$ cat src/rtl/dsi_rx_pkg.sv
// Shared types and constants for the DSI D-PHY data lane receiver.
// Holds the lane FSM state encoding, the LP line-pair codes and the default HS sync byte.
package dsi_rx_pkg;

  typedef enum logic [2:0] {
    DISABLED,
    STOP,
    HS_RQST,
    HS_PREP,
    HS_SYNC,
    HS_DATA,
    ERROR
  } rx_state_e;

  // LP pair codes as {p, n}
  localparam logic [1:0] LP_11 = 2'b11;
  localparam logic [1:0] LP_01 = 2'b01;
  localparam logic [1:0] LP_00 = 2'b00;
  localparam logic [1:0] LP_10 = 2'b10;

  localparam logic [7:0] SYNC_BYTE_DEFAULT = 8'hB8;

endpackage

$ cat src/rtl/dsi_lp_sync.sv
// Two-flop synchronizer for the asynchronous LP receiver pair.
// Resets to LP-11 so the lane FSM sees an idle (stop) line out of reset.
module dsi_lp_sync (
  input  logic       clk_sys,
  input  logic       rst,
  input  logic       lp_p,
  input  logic       lp_n,
  output logic [1:0] lp
);

  logic [1:0] meta;

  // NOTE: non-blocking assignments make both flops sample the old value on the same edge, giving a true 2-stage chain.
  always_ff @(posedge clk_sys) begin
    if (rst) begin
      meta <= 2'b11;
      lp   <= 2'b11;
    end else begin
      meta <= {lp_p, lp_n};
      lp   <= meta;
    end
  end

endmodule

$ cat src/rtl/dsi_lane_rx.sv
// DSI D-PHY data lane receiver: LP start-of-transmission detection, bit-aligned HS sync hunt,
// LSB-first byte deserialization and end-of-transmission detection on return to LP-11.
module dsi_lane_rx
  import dsi_rx_pkg::*;
#(
  parameter int         T_LPX_MIN    = 3,
  parameter int         T_PREP_MIN   = 3,
  parameter int         SYNC_TIMEOUT = 64,
  parameter logic [7:0] SYNC_BYTE    = SYNC_BYTE_DEFAULT
) (
  input  logic       clk_sys,
  input  logic       rst,
  input  logic       lines_enable,
  input  logic       serial_hs_input,
  input  logic       LP_p_input,
  input  logic       LP_n_input,
  output logic [7:0] out_data,
  output logic       out_valid,
  output logic       sot_detected,
  output logic       eot_detected,
  output logic       active,
  output logic       err_sot,
  output logic       err_lp
);

  localparam int CNT_W = $clog2(SYNC_TIMEOUT + 1);
  localparam logic [CNT_W-1:0] LPX_MIN_C   = CNT_W'(T_LPX_MIN);
  localparam logic [CNT_W-1:0] PREP_MIN_C  = CNT_W'(T_PREP_MIN);
  localparam logic [CNT_W-1:0] HUNT_LAST_C = CNT_W'(SYNC_TIMEOUT - 1);
  localparam logic [CNT_W-1:0] CNT_ONE     = CNT_W'(1);
  localparam logic [CNT_W-1:0] CNT_MAX     = '1;

  logic [1:0]       lp;
  rx_state_e        state_q, state_d;
  logic [CNT_W-1:0] cnt_q, cnt_d;
  logic [2:0]       bit_cnt_q, bit_cnt_d;
  logic [7:0]       sr_q, sr_d, sr_next;
  logic [7:0]       data_d;
  logic             valid_d, sot_d, eot_d, err_sot_d, err_lp_d;

  dsi_lp_sync u_lp_sync (
    .clk_sys (clk_sys),
    .rst     (rst),
    .lp_p    (LP_p_input),
    .lp_n    (LP_n_input),
    .lp      (lp)
  );

  assign sr_next = {serial_hs_input, sr_q[7:1]};
  assign active  = (state_q != DISABLED) && (state_q != STOP);

  // NOTE: every signal gets a default before the case so no path leaves one unassigned and infers a latch.
  always_comb begin
    state_d   = state_q;
    cnt_d     = cnt_q;
    bit_cnt_d = bit_cnt_q;
    sr_d      = sr_q;
    data_d    = out_data;
    valid_d   = 1'b0;
    sot_d     = 1'b0;
    eot_d     = 1'b0;
    err_sot_d = 1'b0;
    err_lp_d  = 1'b0;

    if (state_q != DISABLED && !lines_enable) begin
      state_d   = DISABLED;
      cnt_d     = '0;
      bit_cnt_d = '0;
      sr_d      = '0;
      data_d    = '0;
    end else begin
      case (state_q)
        DISABLED: if (lines_enable && lp == LP_11) state_d = STOP;

        STOP: begin
          case (lp)
            LP_01: begin
              state_d = HS_RQST;
              cnt_d   = CNT_ONE;
            end
            LP_11: ;
            default: begin
              err_lp_d = 1'b1;
              state_d  = ERROR;
            end
          endcase
        end

        HS_RQST: begin
          case (lp)
            LP_01: if (cnt_q != CNT_MAX) cnt_d = cnt_q + CNT_ONE;
            LP_00: begin
              if (cnt_q >= LPX_MIN_C) begin
                state_d = HS_PREP;
                cnt_d   = CNT_ONE;
              end else begin
                err_lp_d = 1'b1;
                state_d  = ERROR;
              end
            end
            LP_11: state_d = STOP;
            default: begin
              err_lp_d = 1'b1;
              state_d  = ERROR;
            end
          endcase
        end

        HS_PREP: begin
          if (lp != LP_00) begin
            err_lp_d = 1'b1;
            state_d  = ERROR;
          end else if (cnt_q >= PREP_MIN_C) begin
            state_d = HS_SYNC;
            cnt_d   = '0;
            sr_d    = '0;
          end else begin
            cnt_d = cnt_q + CNT_ONE;
          end
        end

        HS_SYNC: begin
          sr_d  = sr_next;
          cnt_d = cnt_q + CNT_ONE;
          // Line activity outranks a sync match landing in the same cycle.
          if (lp != LP_00) begin
            err_sot_d = 1'b1;
            state_d   = ERROR;
          end else if (sr_next == SYNC_BYTE) begin
            state_d   = HS_DATA;
            bit_cnt_d = '0;
            sot_d     = 1'b1;
          end else if (cnt_q == HUNT_LAST_C) begin
            err_sot_d = 1'b1;
            state_d   = ERROR;
          end
        end

        HS_DATA: begin
          sr_d      = sr_next;
          bit_cnt_d = bit_cnt_q + 3'd1;
          // A byte completing on the EoT cycle is still delivered; partial bytes are dropped.
          if (bit_cnt_q == 3'd7 && (lp == LP_00 || lp == LP_11)) begin
            data_d  = sr_next;
            valid_d = 1'b1;
          end
          case (lp)
            LP_11: begin
              eot_d     = 1'b1;
              state_d   = STOP;
              bit_cnt_d = '0;
            end
            LP_01, LP_10: begin
              err_lp_d  = 1'b1;
              state_d   = ERROR;
              bit_cnt_d = '0;
            end
            default: ;
          endcase
        end

        ERROR: if (lp == LP_11) state_d = STOP;

        default: state_d = DISABLED;
      endcase
    end
  end

  always_ff @(posedge clk_sys) begin
    if (rst) begin
      state_q      <= DISABLED;
      cnt_q        <= '0;
      bit_cnt_q    <= '0;
      sr_q         <= '0;
      out_data     <= '0;
      out_valid    <= 1'b0;
      sot_detected <= 1'b0;
      eot_detected <= 1'b0;
      err_sot      <= 1'b0;
      err_lp       <= 1'b0;
    end else begin
      state_q      <= state_d;
      cnt_q        <= cnt_d;
      bit_cnt_q    <= bit_cnt_d;
      sr_q         <= sr_d;
      out_data     <= data_d;
      out_valid    <= valid_d;
      sot_detected <= sot_d;
      eot_detected <= eot_d;
      err_sot      <= err_sot_d;
      err_lp       <= err_lp_d;
    end
  end

endmodule
$ cat config.mk
export PLATFORM = sky130hd
export DESIGN_NAME = dsi_lane_rx
export DESIGN_NICKNAME = d
export VERILOG_FILES = /design/src/rtl/dsi_rx_pkg.sv /design/src/rtl/dsi_lp_sync.sv /design/src/rtl/dsi_lane_rx.sv
export SDC_FILE = /design/constraint.sdc
export NUM_CORES = 1
export LEC_CHECK = 0
export CAP_MARGIN = 20
export CORE_MARGIN = 5
export CORE_UTILIZATION = 30
export DETAILED_ROUTE_END_ITERATION = 6
export SLEW_MARGIN = 30
export SYNTH_ARGS = -nofsm -noshare
export SYNTH_HDL_FRONTEND = slang
export SYNTH_SLANG_ARGS = --single-unit
$ cat constraint.sdc
create_clock -name clk_sys -period 3.06 [get_ports clk_sys]
set_input_delay 0.612 -clock clk_sys [delete_from_list [all_inputs] [get_ports clk_sys]]
set_output_delay 0.612 -clock clk_sys [all_outputs]
set_load 0.005 [all_outputs]
==> flow_summary.json, run 1 <==
{
  "dp_hpwl_mm": 3.06,
  "diodes": 0,
  "core_mm2": 0.00631,
  "clock_latency_ns": 0.29,
  "ios": 20,
  "die-area_mm2": 0.00815,
  "p_switching_uw": 581,
  "path_class": "reg -> out",
  "numCtsBuffers": 5,
  "drv_slew": 0,
  "vias": 1651,
  "routed_wl_mm": 4.33,
  "holdPathStages": 1,
  "fp.dieH_um": 90.3,
  "power_density_mw_per_mm2": 656,
  "drive_gt1_share_pct": 14.0,
  "netlist_area_mm2": 0.00193,
  "critPathMaxFanout": 15,
  "cts_buffer_depth": 2,
  "pwr-share-seq_pct": 40.0,
  "num_rows": 29,
  "finalHoldViolations": 0,
  "grt_max_degree": 26,
  "rsz0062_at_grt": "false",
  "fin_crit_ns": 2.27,
  "clk_pin_slew_worst_paths_ns": 0.08,
  "cts.sinks": 37,
  "ys_ff_latch": 37,
  "peakVddDrop_uv": 282,
  "die_x_um": 90.3,
  "timing.fmax_mhz": 441,
  "outcome": "complete, no violations",
  "cts-root-buf": "clkbuf_8",
  "drc": 0,
  "finalSetupTns_ns": 0,
  "synth_seq_area_share_pct": 38.3,
  "register_area_um2": 741,
  "internal_power_uw": 917,
  "grt_pass1_wl_mm": 7.68,
  "synth_nets": 230,
  "grt-ovfl-total": 0,
  "r2r_start": "state_q[1]",
  "cts_setup_buffers": 0,
  "start_util_pct": 30.6,
  "endpoint_kind": "output port",
  "hold_path_class": "reg -> reg",
  "area_delta_synth_final_pct": 18.2,
  "p_clk_share_pct": 24.2,
  "setup_violations": 0,
  "finish.utilization_pct": 36.2,
  "n_fill_cell": 686,
  "antenna_found_initial": 0,
  "switching_share_pct": 38.8,
  "ys.warnings.count": 0,
  "hold_buffers": 0,
  "cts_resized": 0,
  "syn_inst": 217,
  "grt_use_total_pct": 11.1,
  "worstMarginPinSlew_ns": 0.750,
  "drt_iter0_drc": 100,
  "leakage_uw": 0.000781,
  "r2r_setup_slack_ns": 0.92,
  "first_pass_iters": 4,
  "gp_congestion": 0.812,
  "avgSynthCellArea_um2": 8.91,
  "cts_tree": "yes",
  "htreeDepth": 2,
  "slew_headroom_pct": 49.9,
  "p_comb_share_pct": 35.8,
  "routedWlPerCell_um": 13.8,
  "drtAntennaViolNets": 0,
  "num-nets-final": 248,
  "r2r-end": "cnt_q[6]",
  "drv_cap": 0,
  "fin_skew_ns": 0.00544,
  "synthDistinctLibCells": 53,
  "period_share_pct": 74.2,
  "hp-start": "u_lp_sync.meta[0]",
  "arrival_ns": 1.66,
  "grt_pass1_vias": 1613,
  "cp_data_required_time_ns": 2.45,
  "min_to": "u_lp_sync.lp[0]",
  "multiInputGateArea_mm2": 0.00111,
  "worst-r2r-cell-count": 5,
  "routed_via_density": 5.27,
  "portBuffers": 19,
  "cp-start-kind": "flip-flop"
}
-- through the flow --
step / hold WS (ns) / instance area (um^2) / setup slack (ns) / power [uW] / instances
detailed placement: 0.393 / 2190 / 0.647 / 1150 / 305
global placement: 0.391 / 2190 / 0.652 / 1150 / 305
global route: 0.430 / 2280 / 0.641 / 1610 / 313
CTS: 0.413 / 2280 / 0.765 / 1510 / 313
floorplan: 0.389 / 1930 / 1.29 / 1020 / 217
finish: 0.410 / 2280 / 0.790 / 1500 / 313
-- flip-flops by register name, indices dropped and copies added, names as in the netlist, 2 cells and up --
name / flops
state_q: 3
u_lp_sync.meta: 2
sr_q: 7
u_lp_sync.lp: 2
cnt_q: 7
out_data: 8
bit_cnt_q: 3
-- kinds of logic (layout without fill, tap and decap cells) --
logic type | Yosys count | after routing | synth area share (%)
DFF | 37 | 37 | 38.3
buffers and inverters | 18 | 37 | 4.14
muxes | 9 | 9 | 4.73
and+or+nand+nor | 87 | 87 | 25.9
AOI/OAI and AO/OA | 59 | 59 | 22.4
adders and majority gates | 7 | 7 | 4.53
-- cells in the final DEF (no fill, tap or decap), types with 2 or more instances in the layout --
cell type,n
mux2i_1,8
a211oi_1,4
buf_4,3
nand3_1,5
ha_1,7
nor3b_1,2
nand2_1,13
clkbuf_8,6
nor2b_1,2
or2_2,6
nand2b_1,4
nor2_1,25
a211oi_2,4
inv_1,7
dfxtp_1,37
nor3_1,5
a22oi_1,7
nor4bb_1,2
nand4_1,5
o211ai_1,2
clkdlybuf4s50_1,19
nand4b_1,2
o21ai_0,5
a31oi_1,4
a21oi_1,19
and2_1,3
or3_1,2
o22ai_1,2
-- worst max-delay path: stages (launching register included) --
cell and delay (ns):
dfxtp_1 0.67, or2_2 0.21, clkdlybuf4s50_1 0.49
-- how the worst max path moves through the flow --
| stage | to | start | depth (start not counted) | slack, ns |
|---|---|---|---|---|
| final | active | state_q[1] | 2 | 0.79 |
| after CTS | active | state_q[1] | 2 | 0.76 |
| after global placement | state_q[1] | serial_hs_input | 6 | 0.65 |
| after floorplan | state_q[1] | cnt_q[0] | 6 | 1.29 |
| after detailed placement | state_q[0] | serial_hs_input | 6 | 0.65 |
| after global routing | sr_q[7] | state_q[1] | 5 | 0.64 |
-- power by group through the flow --
stage          logic, uW  clock network (uW)  registers [uW]
2_1_floorplan        469                   0             549
3_3_place_gp         538                   0             611
3_5_place_dp         537                   0             612
4_1_cts              540                 373             601
5_1_grt              598                 394             614
6_report             537                 362             599
-- synth_stat cells (all sizes together) --
| master | count | share of area, % |
|---|---|---|
| nor4bb | 2 | 1.0 |
| and3 | 1 | 0.32 |
| a2111o | 1 | 0.58 |
| a21boi | 1 | 0.39 |
| a311oi | 2 | 1.2 |
| inv | 7 | 1.4 |
| nor2b | 3 | 1.4 |
| a21o | 1 | 0.39 |
| dfxtp | 37 | 38 |
| a211oi | 8 | 4.1 |
| o211ai | 3 | 1.4 |
| a21oi | 19 | 4.9 |
| or3b | 1 | 0.45 |
| a211o | 1 | 0.45 |
| nor4 | 1 | 1.1 |
| or2 | 7 | 2.3 |
| mux2i | 8 | 4.1 |
| nor2 | 25 | 4.9 |
| o211a | 1 | 0.52 |
| nand2b | 4 | 1.3 |
| and4 | 1 | 0.45 |
| nand2 | 13 | 2.5 |
| mux2 | 1 | 0.58 |
| o32ai | 1 | 0.84 |
| nor3 | 5 | 1.3 |
| a32oi | 2 | 1.3 |
| a22oi | 7 | 2.7 |
| nand3b | 1 | 0.39 |
| nand3 | 6 | 1.8 |
| and2 | 3 | 0.97 |
| nor3b | 3 | 1.4 |
| o22ai | 2 | 0.65 |
| o21ai | 6 | 1.6 |
| or3 | 3 | 1.2 |
| buf | 9 | 2.4 |
| or4 | 1 | 0.58 |
| a31oi | 4 | 1.3 |
| nand4b | 2 | 0.91 |
| ha | 7 | 4.5 |
| nand4 | 5 | 1.6 |
| clkbuf | 2 | 0.39 |
-- routing by layer --
| metal | GRT usage, % | vias up | share of wire [%] |
|---|---|---|---|
| met1 | 14.2 | 785 | 49 |
| met5 | 0 | - | 0 |
| met2 | 18.0 | 30 | 46 |
| met4 | 3.10 | 0 | 0.95 |
| met3 | 3.25 | 7 | 4.0 |
| li1 | - | 829 | - |
-- area by class of cell --
type                       count  area share [%]
clock inverter                 2           0.602
inverter                       7            1.15
tap                           77            4.22
timing repair buffer          22            9.31
sequential                    37            32.4
clock buffer                   6            3.61
multi-input combinational    162            48.7
Note: power is estimated with default switching activity, not from simulation.
==> inputs of run 2 (changes only) <==
==> constraint.sdc (replaced) <==
create_clock -name clk_sys -period 2 [get_ports clk_sys]
set_input_delay 0.4 -clock clk_sys [delete_from_list [all_inputs] [get_ports clk_sys]]
set_output_delay 0.4 -clock clk_sys [all_outputs]
set_load 0.005 [all_outputs]
==> flow_summary.json, run 2 (synthesized netlist as in run 1, its figures left out) <==
{
  "leakage_uw": 0.000909,
  "hold_buffers": 0,
  "setup_violations": 0,
  "drc": 0,
  "cp_data_required_time_ns": 2.19,
  "register_area_um2": 747,
  "grt-ovfl-total": 0,
  "startpoint": "cnt_q[1]",
  "finalHoldViolations": 0,
  "die_x_um": 90.3,
  "dp_hpwl_mm": 3.45,
  "cp_slowest_cell": "or3_4",
  "largest_register_ffs": 8,
  "path_buf_inv": 0,
  "mostFrequentLayoutCell": "dfxtp_1",
  "finish.utilization_pct": 39.6,
  "core_mm2": 0.00631,
  "portBuffers": 19,
  "routed_wl_mm": 4.79,
  "diodes": 0,
  "vias": 1735,
  "cp-start-kind": "flip-flop",
  "hold_path_class": "reg -> reg",
  "fin_crit_ns": 1.92,
  "clock_latency_ns": 0.30,
  "cp_cell_sequence": "ha_2 -> nand3_2 -> or3_4 -> a32oi_4 -> and2_1 -> a211oi_2",
  "worstMarginPinSlew_ns": 0.422,
  "htreeDepth": 2,
  "start_util_pct": 30.6,
  "period_share_pct": 95.8,
  "place_ws_ns": -0.146,
  "fin_skew_ns": 0.00708,
  "num_rows": 29,
  "hp-start": "u_lp_sync.meta[1]",
  "layout_common_cells": "dfxtp_1 (34), buf_4 (26), nor2_1 (25)",
  "fin_ws_ns": 0.0831,
  "numCtsBuffers": 5,
  "fp.dieH_um": 90.3,
  "arrival_ns": 2.10,
  "first_pass_iters": 4,
  "antenna_found_initial": 0,
  "path_class": "reg -> reg",
  "grt_pass1_vias": 1765,
  "gp_congestion": 0.879,
  "max_stage_delay_ns": 0.43,
  "die-area_mm2": 0.00815,
  "power.total_uw": 2530,
  "timing.fmax_mhz": 522,
  "cts.sinks": 37,
  "drv_cap": 0,
  "n_fill_cell": 673,
  "grt_use_total_pct": 12.1,
  "slew_headroom_pct": 71.5,
  "peakVddDrop_uv": 489,
  "outcome": "complete, no violations",
  "endpoint_kind": "flip-flop",
  "reg.largest.list": "out_data (8), cnt_q (7), sr_q (7)",
  "drive_gt1_share_pct": 23.8,
  "cts_tree": "yes",
  "area_delta_synth_final_pct": 29.4,
  "routedWlPerCell_um": 14.2,
  "drv_slew": 0,
  "cp_top_family": "simple AND/OR/NAND/NOR gates",
  "grt_pass1_wl_mm": 8.36,
  "routed_via_density": 5.15,
  "clk_pin_slew_worst_paths_ns": 0.08,
  "cts-root-buf": "clkbuf_8",
  "ios": 20,
  "r2r_start": "cnt_q[1]",
  "drtAntennaViolNets": 0,
  "multiInputGateArea_mm2": 0.00113,
  "drt_iter0_drc": 121,
  "top_register": "out_data",
  "power_density_mw_per_mm2": 1010,
  "num-nets-final": 272,
  "critPathMaxFanout": 5,
  "r2r_setup_slack_ns": 0.08,
  "finalSetupTns_ns": 0,
  "cts_buffer_depth": 2,
  "grt_max_degree": 25
}
[run 2: path summary, 6_finish.rpt]
path,to,depth (start not counted)
setup / recovery,state_q[0],6
hold / removal,u_lp_sync.lp[1],1
hold reg to reg,u_lp_sync.lp[1],1
setup reg to reg,state_q[0],6
[run 2: what timing repair did]
item                       in CTS  in global routing
gates cloned                    0                  0
setup endpoints to repair       1                  8
resized for setup               1                  7
setup buffers                   0                  0
[run 2: area by class of cell]
| type | instances | area share, % |
|---|---|---|
| Clock buffer | 5 | 2.75 |
| Clock inverter | 3 | 0.900 |
| Inverter | 7 | 1.05 |
| Multi-Input combinational cell | 162 | 45.3 |
| Sequential cell | 37 | 29.9 |
| Tap cell | 77 | 3.85 |
| Timing Repair Buffer | 46 | 16.3 |
[run 2: per-stage QoR]
stage,hold slack [ns],cell area (um^2),instances
2_1_floorplan,0.389,1930,217
3_3_place_gp,0.392,2380,329
3_5_place_dp,0.394,2380,329
4_1_cts,0.414,2470,337
5_1_grt,0.443,2500,337
6_report,0.414,2500,337
[run 2: per-layer routing]
metal  track usage, %  up-vias  routed length, um
met2             19.0       32               2210
met3             2.75        9                131
met4             3.97        0                 86
met5                0        -                  0
li1                 -      883                  -
met1             16.4      811               2370
[run 2: where the power goes]
group	switching [uW]	internal, uW	leakage, uW	total [uW]
clock	302	247	0.0000481	549
combinational	595	519	0.000560	1110
sequential	78.2	792	0.000301	870
==> inputs of run 3 (changes only) <==
--- a/config.mk
+++ b/config.mk
@@ -8,6 +8,7 @@
 export CAP_MARGIN = 20
 export CORE_MARGIN = 5
 export CORE_UTILIZATION = 30
+export CTS_CLUSTER_DIAMETER = 100
 export DETAILED_ROUTE_END_ITERATION = 6
 export SLEW_MARGIN = 30
 export SYNTH_ARGS = -nofsm -noshare
==> results of run 3 <==
Same layout as run 2: the final DEF is identical, and so are final timing and power.
